File: config.mk
export PLATFORM = sky130hd
export DESIGN_NAME = nfc_ecc_ctrl_flat
export DESIGN_NICKNAME = d
export VERILOG_FILES = /design/src/rtl/nfc_ecc_ctrl_pkg.sv /design/src/rtl/nfc_ecc_ctrl_if.sv /design/src/rtl/nfc_ecc_ctrl_bitflip.sv /design/src/rtl/nfc_ecc_ctrl.sv /design/src/flat_wrapper.sv
export SDC_FILE = /design/constraint.sdc
export NUM_CORES = 1
export LEC_CHECK = 0
export BUFFER_PORTS_ARGS = -buffer_cell sky130_fd_sc_hd__clkbuf_2
export CORE_AREA = 2 2 101 128
export CTS_CLUSTER_DIAMETER = 60
export DETAILED_ROUTE_END_ITERATION = 8
export DIE_AREA = 0 0 103 130
export HOLD_SLACK_MARGIN = 0.05
export PLACE_DENSITY_LB_ADDON = 0.15
export SLEW_MARGIN = 10
export SYNTH_ARGS = -nofsm -noshare
export SYNTH_HDL_FRONTEND = slang
export SYNTH_SLANG_ARGS = --single-unit
export TNS_END_PERCENT = 50
File: constraint.sdc
create_clock -name clk -period 9.92 [get_ports clk]
set_input_delay 0.992 -clock clk [delete_from_list [all_inputs] [get_ports clk]]
set_output_delay 0.992 -clock clk [all_outputs]
set_load 0.005 [all_outputs]
File: src/rtl/nfc_ecc_ctrl_pkg.sv
// nfc_ecc_ctrl_pkg: shared state encoding, default widths and error-list marker constants.
package nfc_ecc_ctrl_pkg;
    localparam int DAT_WID_DEF  = 16;
    localparam int ECC_AWID_DEF = 12;
    localparam int BUF_AWID_DEF = 12;
    // Markers are truncated to ECC_AWID at the point of use.
    localparam logic [31:0] ECC_END   = 32'h0000_0000;
    localparam logic [31:0] ECC_UNCOR = 32'hFFFF_FFFF;
    typedef enum logic [2:0] {
        IDLE, WAIT_RDY, FIFO_RD, FIFO_CAP, CHK, BUF_RD, BUF_WR, DONE
    } state_t;
endpackage

File: src/rtl/nfc_ecc_ctrl_if.sv
// nfc_ecc_ctrl_if: ECC FIFO read port plus page-buffer arbiter port.
interface nfc_ecc_ctrl_if
    import nfc_ecc_ctrl_pkg::*;
#(
    parameter int DAT_WID  = DAT_WID_DEF,
    parameter int ECC_AWID = ECC_AWID_DEF,
    parameter int BUF_AWID = BUF_AWID_DEF
);
    logic                ecc_enc_rdy;
    logic                ecc_dec_rdy;
    logic                mem_if_rd;
    logic [DAT_WID-1:0]  mem_enc_dat;
    logic [ECC_AWID-1:0] mem_dec_addr;
    logic                buf_req;
    logic                buf_we;
    logic [BUF_AWID-1:0] buf_addr;
    logic [DAT_WID-1:0]  buf_wdat;
    logic [DAT_WID-1:0]  buf_rdat;
    logic                buf_ack;
    modport master (
        output mem_if_rd, buf_req, buf_we, buf_addr, buf_wdat,
        input  ecc_enc_rdy, ecc_dec_rdy, mem_enc_dat, mem_dec_addr, buf_rdat, buf_ack
    );
    modport slave (
        input  mem_if_rd, buf_req, buf_we, buf_addr, buf_wdat,
        output ecc_enc_rdy, ecc_dec_rdy, mem_enc_dat, mem_dec_addr, buf_rdat, buf_ack
    );
endinterface

File: src/rtl/nfc_ecc_ctrl_bitflip.sv
// nfc_ecc_bitflip: inverts one selected bit of a buffer word.
module nfc_ecc_bitflip #(
    parameter int DAT_WID = 16
) (
    input  logic [DAT_WID-1:0]         word,
    input  logic [$clog2(DAT_WID)-1:0] sel,
    output logic [DAT_WID-1:0]         fixed
);
    assign fixed = word ^ (DAT_WID'(1) << sel);
endmodule

File: src/rtl/nfc_ecc_ctrl.sv
// nfc_ecc_ctrl: per-sector ECC FIFO sequencer -- parity write-out (encode) and bit correction (decode).
// Define NFC_ECC_ERRCNT_EN to enable the saturating cumulative error counter err_total.
module nfc_ecc_ctrl
    import nfc_ecc_ctrl_pkg::*;
#(
    parameter int          DAT_WID    = DAT_WID_DEF,
    parameter int          ECC_AWID   = ECC_AWID_DEF,
    parameter int          BUF_AWID   = BUF_AWID_DEF,
    parameter int unsigned SECT_WORDS = 256,
    parameter int unsigned PAR_WORDS  = 7,
    parameter int unsigned MAX_ERR    = 8
) (
    input  logic                clk,
    input  logic                rst,
    input  logic                start,
    input  logic                dir,
    input  logic [BUF_AWID-1:0] sect_base,
    input  logic [BUF_AWID-1:0] spare_base,
    input  logic                abort,
    nfc_ecc_ctrl_if.master      bus,
    output logic                busy,
    output logic                done,
    output logic [4:0]          err_num,
    output logic                uncor,
    input  logic                err_clr,
    output logic [15:0]         err_total
);
    localparam int LW = $clog2(DAT_WID);
    state_t              state;
    logic                is_enc;
    logic [BUF_AWID-1:0] sbase, pbase;
    logic [4:0]          idx, idx_n;
    logic                last;
    logic [ECC_AWID-1:0] ent, loc, off;
    logic [DAT_WID-1:0]  fixed;
    assign idx_n = idx + 5'd1;
    assign last  = idx_n == (is_enc ? 5'(PAR_WORDS) : 5'(MAX_ERR));
    assign loc   = ent - ECC_AWID'(1);
    assign off   = loc >> LW;
    nfc_ecc_bitflip #(.DAT_WID(DAT_WID)) u_flip (
        .word(bus.buf_rdat), .sel(loc[LW-1:0]), .fixed(fixed)
    );
    // Decode enters BUF_WR with buf_req low, giving the arbiter one idle cycle between read and write.
    always_ff @(posedge clk or posedge rst) begin
        if (rst) begin
            state         <= IDLE;
            is_enc        <= 1'b0;
            sbase         <= '0;
            pbase         <= '0;
            idx           <= '0;
            ent           <= '0;
            bus.mem_if_rd <= 1'b0;
            bus.buf_req   <= 1'b0;
            bus.buf_we    <= 1'b0;
            bus.buf_addr  <= '0;
            bus.buf_wdat  <= '0;
            busy          <= 1'b0;
            done          <= 1'b0;
            err_num       <= '0;
            uncor         <= 1'b0;
        end else if (abort) begin
            state         <= IDLE;
            bus.mem_if_rd <= 1'b0;
            bus.buf_req   <= 1'b0;
            busy          <= 1'b0;
            done          <= 1'b0;
        end else begin
            case (state)
                IDLE: if (start) begin
                    state   <= WAIT_RDY;
                    busy    <= 1'b1;
                    is_enc  <= dir;
                    sbase   <= sect_base;
                    pbase   <= spare_base;
                    idx     <= '0;
                    err_num <= '0;
                    uncor   <= 1'b0;
                end
                WAIT_RDY: if (is_enc ? bus.ecc_enc_rdy : bus.ecc_dec_rdy) begin
                    state         <= FIFO_RD;
                    bus.mem_if_rd <= 1'b1;
                end
                FIFO_RD: begin
                    state         <= FIFO_CAP;
                    bus.mem_if_rd <= 1'b0;
                end
                FIFO_CAP: if (is_enc) begin
                    state        <= BUF_WR;
                    bus.buf_req  <= 1'b1;
                    bus.buf_we   <= 1'b1;
                    bus.buf_addr <= pbase + BUF_AWID'(idx);
                    bus.buf_wdat <= bus.mem_enc_dat;
                end else begin
                    state <= CHK;
                    ent   <= bus.mem_dec_addr;
                end
                CHK: if (ent == ECC_AWID'(ECC_END)) begin
                    state <= DONE;
                    done  <= 1'b1;
                    busy  <= 1'b0;
                end else if (ent == ECC_AWID'(ECC_UNCOR)) begin
                    state <= DONE;
                    done  <= 1'b1;
                    busy  <= 1'b0;
                    uncor <= 1'b1;
                end else if (32'(off) >= SECT_WORDS) begin
                    uncor         <= 1'b1;
                    idx           <= idx_n;
                    state         <= last ? DONE : FIFO_RD;
                    bus.mem_if_rd <= !last;
                    done          <= last;
                    busy          <= !last;
                end else begin
                    state        <= BUF_RD;
                    bus.buf_req  <= 1'b1;
                    bus.buf_we   <= 1'b0;
                    bus.buf_addr <= sbase + BUF_AWID'(off);
                end
                BUF_RD: if (bus.buf_ack) begin
                    state        <= BUF_WR;
                    bus.buf_req  <= 1'b0;
                    bus.buf_we   <= 1'b1;
                    bus.buf_wdat <= fixed;
                end
                BUF_WR: if (!bus.buf_req) begin
                    bus.buf_req <= 1'b1;
                end else if (bus.buf_ack) begin
                    bus.buf_req   <= 1'b0;
                    idx           <= idx_n;
                    err_num       <= is_enc ? err_num : err_num + 5'd1;
                    state         <= last ? DONE : FIFO_RD;
                    bus.mem_if_rd <= !last;
                    done          <= last;
                    busy          <= !last;
                end
                DONE: begin
                    state <= IDLE;
                    done  <= 1'b0;
                end
                default: state <= IDLE;
            endcase
        end
    end
`ifdef NFC_ECC_ERRCNT_EN
    logic [16:0] sum;
    assign sum = {1'b0, err_total} + 17'(err_num);
    always_ff @(posedge clk or posedge rst) begin
        if (rst)
            err_total <= '0;
        else if (err_clr)
            err_total <= '0;
        else if (state == DONE && !is_enc)
            err_total <= sum[16] ? 16'hFFFF : sum[15:0];
    end
`else
    logic unused_clr;
    assign unused_clr = err_clr;
    assign err_total  = '0;
`endif
endmodule
File: src/flat_wrapper.sv
// flat-port wrapper written by rule: the top's interface ports become plain ports
module nfc_ecc_ctrl_flat import nfc_ecc_ctrl_pkg::*;
#(
    parameter int          DAT_WID    = DAT_WID_DEF,
    parameter int          ECC_AWID   = ECC_AWID_DEF,
    parameter int          BUF_AWID   = BUF_AWID_DEF,
    parameter int unsigned SECT_WORDS = 256,
    parameter int unsigned PAR_WORDS  = 7,
    parameter int unsigned MAX_ERR    = 8
)
  (clk, rst, start, dir, sect_base, spare_base, abort, busy, done, err_num, uncor, err_clr, err_total, bus_mem_if_rd, bus_buf_req, bus_buf_we, bus_buf_addr, bus_buf_wdat, bus_ecc_enc_rdy, bus_ecc_dec_rdy, bus_mem_enc_dat, bus_mem_dec_addr, bus_buf_rdat, bus_buf_ack);
  nfc_ecc_ctrl_if #(.DAT_WID(DAT_WID), .ECC_AWID(ECC_AWID), .BUF_AWID(BUF_AWID)) bus_i ();
  input  logic clk;
  input  logic rst;
  input  logic start;
  input  logic dir;
  input  logic [BUF_AWID-1:0] sect_base;
  input  logic [BUF_AWID-1:0] spare_base;
  input  logic abort;
  output logic busy;
  output logic done;
  output logic [4:0] err_num;
  output logic uncor;
  input  logic err_clr;
  output logic [15:0] err_total;
  output wire logic [$bits(bus_i.mem_if_rd)-1:0] bus_mem_if_rd;
  output wire logic [$bits(bus_i.buf_req)-1:0] bus_buf_req;
  output wire logic [$bits(bus_i.buf_we)-1:0] bus_buf_we;
  output wire logic [$bits(bus_i.buf_addr)-1:0] bus_buf_addr;
  output wire logic [$bits(bus_i.buf_wdat)-1:0] bus_buf_wdat;
  input wire logic [$bits(bus_i.ecc_enc_rdy)-1:0] bus_ecc_enc_rdy;
  input wire logic [$bits(bus_i.ecc_dec_rdy)-1:0] bus_ecc_dec_rdy;
  input wire logic [$bits(bus_i.mem_enc_dat)-1:0] bus_mem_enc_dat;
  input wire logic [$bits(bus_i.mem_dec_addr)-1:0] bus_mem_dec_addr;
  input wire logic [$bits(bus_i.buf_rdat)-1:0] bus_buf_rdat;
  input wire logic [$bits(bus_i.buf_ack)-1:0] bus_buf_ack;
  assign bus_mem_if_rd = bus_i.mem_if_rd;
  assign bus_buf_req = bus_i.buf_req;
  assign bus_buf_we = bus_i.buf_we;
  assign bus_buf_addr = bus_i.buf_addr;
  assign bus_buf_wdat = bus_i.buf_wdat;
  assign bus_i.ecc_enc_rdy = bus_ecc_enc_rdy;
  assign bus_i.ecc_dec_rdy = bus_ecc_dec_rdy;
  assign bus_i.mem_enc_dat = bus_mem_enc_dat;
  assign bus_i.mem_dec_addr = bus_mem_dec_addr;
  assign bus_i.buf_rdat = bus_buf_rdat;
  assign bus_i.buf_ack = bus_buf_ack;
  nfc_ecc_ctrl #(.DAT_WID(DAT_WID), .ECC_AWID(ECC_AWID), .BUF_AWID(BUF_AWID), .SECT_WORDS(SECT_WORDS), .PAR_WORDS(PAR_WORDS), .MAX_ERR(MAX_ERR)) u_core (.clk(clk), .rst(rst), .start(start), .dir(dir), .sect_base(sect_base), .spare_base(spare_base), .abort(abort), .bus(bus_i), .busy(busy), .done(done), .err_num(err_num), .uncor(uncor), .err_clr(err_clr), .err_total(err_total));
endmodule
==> metrics.sh <==
TIMING.FMAX_MHz=286.7
SKEW_NS=0.006671
WORST_SLEW_MARGIN_REL_PCT=29.17
CRITPATHARRIVALTIME_NS=3.72
NUMCTSBUFFERS=9
SYNTH_XOR_AREA_SHARE_PCT=5.201
FINAL_ANTENNA_NET_COUNT=0
INSERTEDDIODECOUNT=0
DR.PASS1.ITERS=4
TIMING.SETUP.TNS_NS=0
START_KIND='flip-flop'
COUNT_OF_FLIP_FLOPS_WITH_A_BUILT_IN_ENABLE_AFTER_SYNTHESIS=0
VIAS=4497
DETAILED_ROUTE_DRC_ERROR_COUNT=0
CRIT_PATH_TOP_DELAY_CELL='sky130_fd_sc_hd__a2111oi_0'
DRIVE_GT1_SHARE_PCT=27.23
SETUP.WORST_PATH.END_CLASS='flip-flop'
CTS_TREE='done'
FINALINSTANCEAREA_MM2=0.006307
DIE_W_UM=103
CLOCK-SINKS=84
SYNTHESIS.AREA_MM2=0.005389
ROUTABILITYCONGESTION=0.7984
FLOORPLAN.ROWS=46
INSERTION_DELAY_NS=0.34
HPWL_MM=9.695
CRITPATHKIND='reg2reg'
CP_NUM_BUF_INV=0
VIAS_PER_CELL=5.354
SYNTH-MAIN-FF-CELL='sky130_fd_sc_hd__dfrtp_1'
VDD_DROP_MAX_uV=91.66
POST-LAYOUT-TOTAL-POWER_uW=1198
FINALWORSTPATHREQUIREDPERIOD_NS=3.488
POSTSYNTHREGISTERBITS=84
SYN_TO_FINAL_GROWTH_PCT=17.04
ASYNC_FLOP_SHARE_PCT=100.0
FINALWIRELENGTH_MM=13.04
SYNTH.DISTINCT_CELLS=66
POWER.DENSITY_mW_PER_MM2=189.9
YOSYS.AREA_SHARE.SIMPLE_PCT=17.27
DETAIL_ROUTE.ITER0.VIOLATIONS=146
LEAKAGEPOWER_uW=0.002925
PATH_DELAY_FAMILY='compound AO/OA/AOI/OAI gates'
STATUS='finished, final reports clean'
TIMING.HOLD.WORST.CLASS='reg2reg'
FINAL_MIN_PERIOD_OVER_CLOCK_PERIOD_PCT=35.16
CRITICAL_PATH.CELL_CHAIN='or4_1 > o31ai_1 > nand2_1 > ha_1 > and3_1 > a2111oi_0 > o31ai_1 > mux2i_1 > a22o_1'
CTS.REPAIR_TIMING.SETUP_BUFFER_COUNT=0
COMBINATIONAL_FAMILY_WITH_THE_MOST_AREA_AFTER_SYNTHESIS='simple AND/OR/NAND/NOR gates'
VIAS_IN_THE_FIRST_GLOBAL_ROUTE=4384
SYNTHCELLS=568
FINAL_GLOBAL_ROUTE_OVERFLOW_TOTAL=0
MOST-COMMON-LAYOUT-CELLS='114 x sky130_fd_sc_hd__clkbuf_2, 84 x sky130_fd_sc_hd__dfrtp_1, 54 x sky130_fd_sc_hd__nand2_1, 43 x sky130_fd_sc_hd__o21ai_0, 37 x sky130_fd_sc_hd__mux2_2'
LAYOUT.CELLS.MOST_COMMON='sky130_fd_sc_hd__clkbuf_2'
GRT_START_MAX_NET_PINS=85
LAYOUTNONFILLERINSTCOUNT=840
PLACED_AREA_MM2=0.006013
FP.COREAREA_MM2=0.01232
SYNTH_AREA_PER_CELL_UM2=9.488
FINAL_HOLD_VIOL_COUNT=0
CTS.HOLD.BUFFERS_ADDED=0
SYNTH_COMPOUND_GATE_AREA_SHARE_PCT=15.44
FINAL_MAX_SLEW_VIOL_COUNT=0
SLOWEST_DELAY_NS=0.71
IO-PIN-COUNT=132
AVGROUTEDWIREPERCELL_UM=15.52
GRT_FIRST_PASS_WIRELENGTH_MM=21.40
NFILLCELLS=1179
TIGHTEST_SLEW_NS=1.062
GRT_SETUP_UNREPAIRED='false'
IO_BUFFER_COUNT=114
SHARE_OF_THE_YOSYS_CHIP_AREA_BELONGING_TO_REGISTERS_PCT=39.01
DIE-HEIGHT_UM=130
YOSYSWARNINGCOUNT=0
REPORT.FINAL.SETUP_VIOL=0
GRT_UTIL_ALL_LAYERS_PCT=20.39
FLOORPLAN.INITIALDENSITY_PCT=43.75
PLACED_CELLS_INCL_TAPS=824
CTS.REPAIR.RESIZED=0
FLOORPLAN.DIE_AREA_MM2=0.01339
CLOCK-ROOT-BUFFER='sky130_fd_sc_hd__clkbuf_16'
POST_SYNTH_MUX_AREA_SHARE_PCT=12.00
SYNTHADDERAREAFRAC_PCT=5.154
CRITICAL_PATH.MOST_COMMON_CELL='sky130_fd_sc_hd__o31ai_1'
REQUIRED_NS=10.15
CTS.HTREE.LEVELS=3
CLKTRANSATPATHREGS_NS=0.07
FINAL_NETS=765
CRIT_FANOUT=9
DRV_CAP=0
CLOCK_PATH_BUFFERS=2
NUMBER_OF_ANTENNA_VIOLATIONS_AT_THE_FIRST_CHECK_IN_GLOBAL_ROUTING=0
==> where the power goes <==
part           internal, uW  switching (uW)
sequential              423            74.7
combinational           178             185
clock                   195             142
total                   796             402
==> routing by layer <==
metal | track usage (%) | wire [um] | up-vias
li1 | - | - | 2213
met1 | 26.48 | 5837 | 2149
met2 | 34.11 | 6377 | 119
met3 | 3.374 | 578 | 16
met4 | 7.508 | 244 | 0
met5 | 0 | 0 | -
==> Yosys cell counts, types with 13 or more instances <==
cell                       count  area share [%]
sky130_fd_sc_hd__nor3_1       14             1.3
sky130_fd_sc_hd__o21ai_0      43             4.0
sky130_fd_sc_hd__dfrtp_1      84              39
sky130_fd_sc_hd__xor2_1       20             3.3
sky130_fd_sc_hd__mux2_2       37             7.7
sky130_fd_sc_hd__nand2_1      54             3.8
sky130_fd_sc_hd__nor2_1       36             2.5
sky130_fd_sc_hd__nand3_1      22             2.0
sky130_fd_sc_hd__buf_4        18             2.5
sky130_fd_sc_hd__a21oi_1      13             1.2
sky130_fd_sc_hd__clkbuf_1     16             1.1
sky130_fd_sc_hd__ha_1         19             4.4
sky130_fd_sc_hd__mux2i_1      23             4.3
sky130_fd_sc_hd__inv_1        17             1.2
==> flip-flops by register name, indices dropped and copies added (netlist names) <==
name                  flops
u_core.idx                5
u_core.done               1
u_core.err_num            5
u_core.ent               12
u_core.bus.buf_addr      12
u_core.bus.buf_req        1
u_core.pbase             12
u_core.uncor              1
u_core.bus.buf_we         1
u_core.is_enc             1
u_core.state              3
u_core.busy               1
u_core.bus.mem_if_rd      1
u_core.bus.buf_wdat      16
u_core.sbase             12
==> area by class of cell <==
class	count	area (um2)	area share, %
timing repair buffer	117	593.1	9.403
tap	168	210.2	3.333
sequential	84	2102	33.33
clock buffer	10	229.0	3.630
clock inverter	6	65.06	1.032
inverter	19	72.57	1.151
multi-input combinational	436	3035	48.13
==> metrics by stage <==
stage / utilization [%] / hold WS, ns / setup slack (ns)
floorplan: - / 0.4733 / 6.763
global placement: 48.82 / 0.4630 / 6.444
detailed placement: 48.82 / 0.4714 / 6.469
CTS: 51.21 / 0.4865 / 6.423
global route: 51.21 / 0.5245 / 6.254
finish: 51.21 / 0.4785 / 6.432
==> path summary, 6_finish.rpt <==
path,startpoint,to,slack [ns],cells past startpoint
worst max-delay path,u_core.ent[0],u_core.bus.buf_addr[9],6.43,9
worst min-delay path,u_core.bus.buf_wdat[5],u_core.bus.buf_wdat[5],0.48,2
worst max register to register,u_core.ent[0],u_core.bus.buf_addr[9],6.43,9
worst min register to register,u_core.bus.buf_wdat[5],u_core.bus.buf_wdat[5],0.48,2
max in group asynchronous,rst,u_core.pbase[10],8.28,3
min in group asynchronous,rst,u_core.state[1],0.96,3
==> kinds of logic after synthesis <==
kind of cell    count (synthesis)
compound gates                123
xor+xnor                       32
fa+ha+maj                      21
buf+inv                        63
flops                          84
mux                            60
other cells                     1
simple gates                  184
==> tightest hold or removal path, cell delays in order (launching register included) <==
cell	delay, ns
sky130_fd_sc_hd__dfrtp_1	0.34
sky130_fd_sc_hd__nand2_1	0.05
sky130_fd_sc_hd__o21ai_0	0.06
No activity file was read; power rests on OpenSTA's default activity.
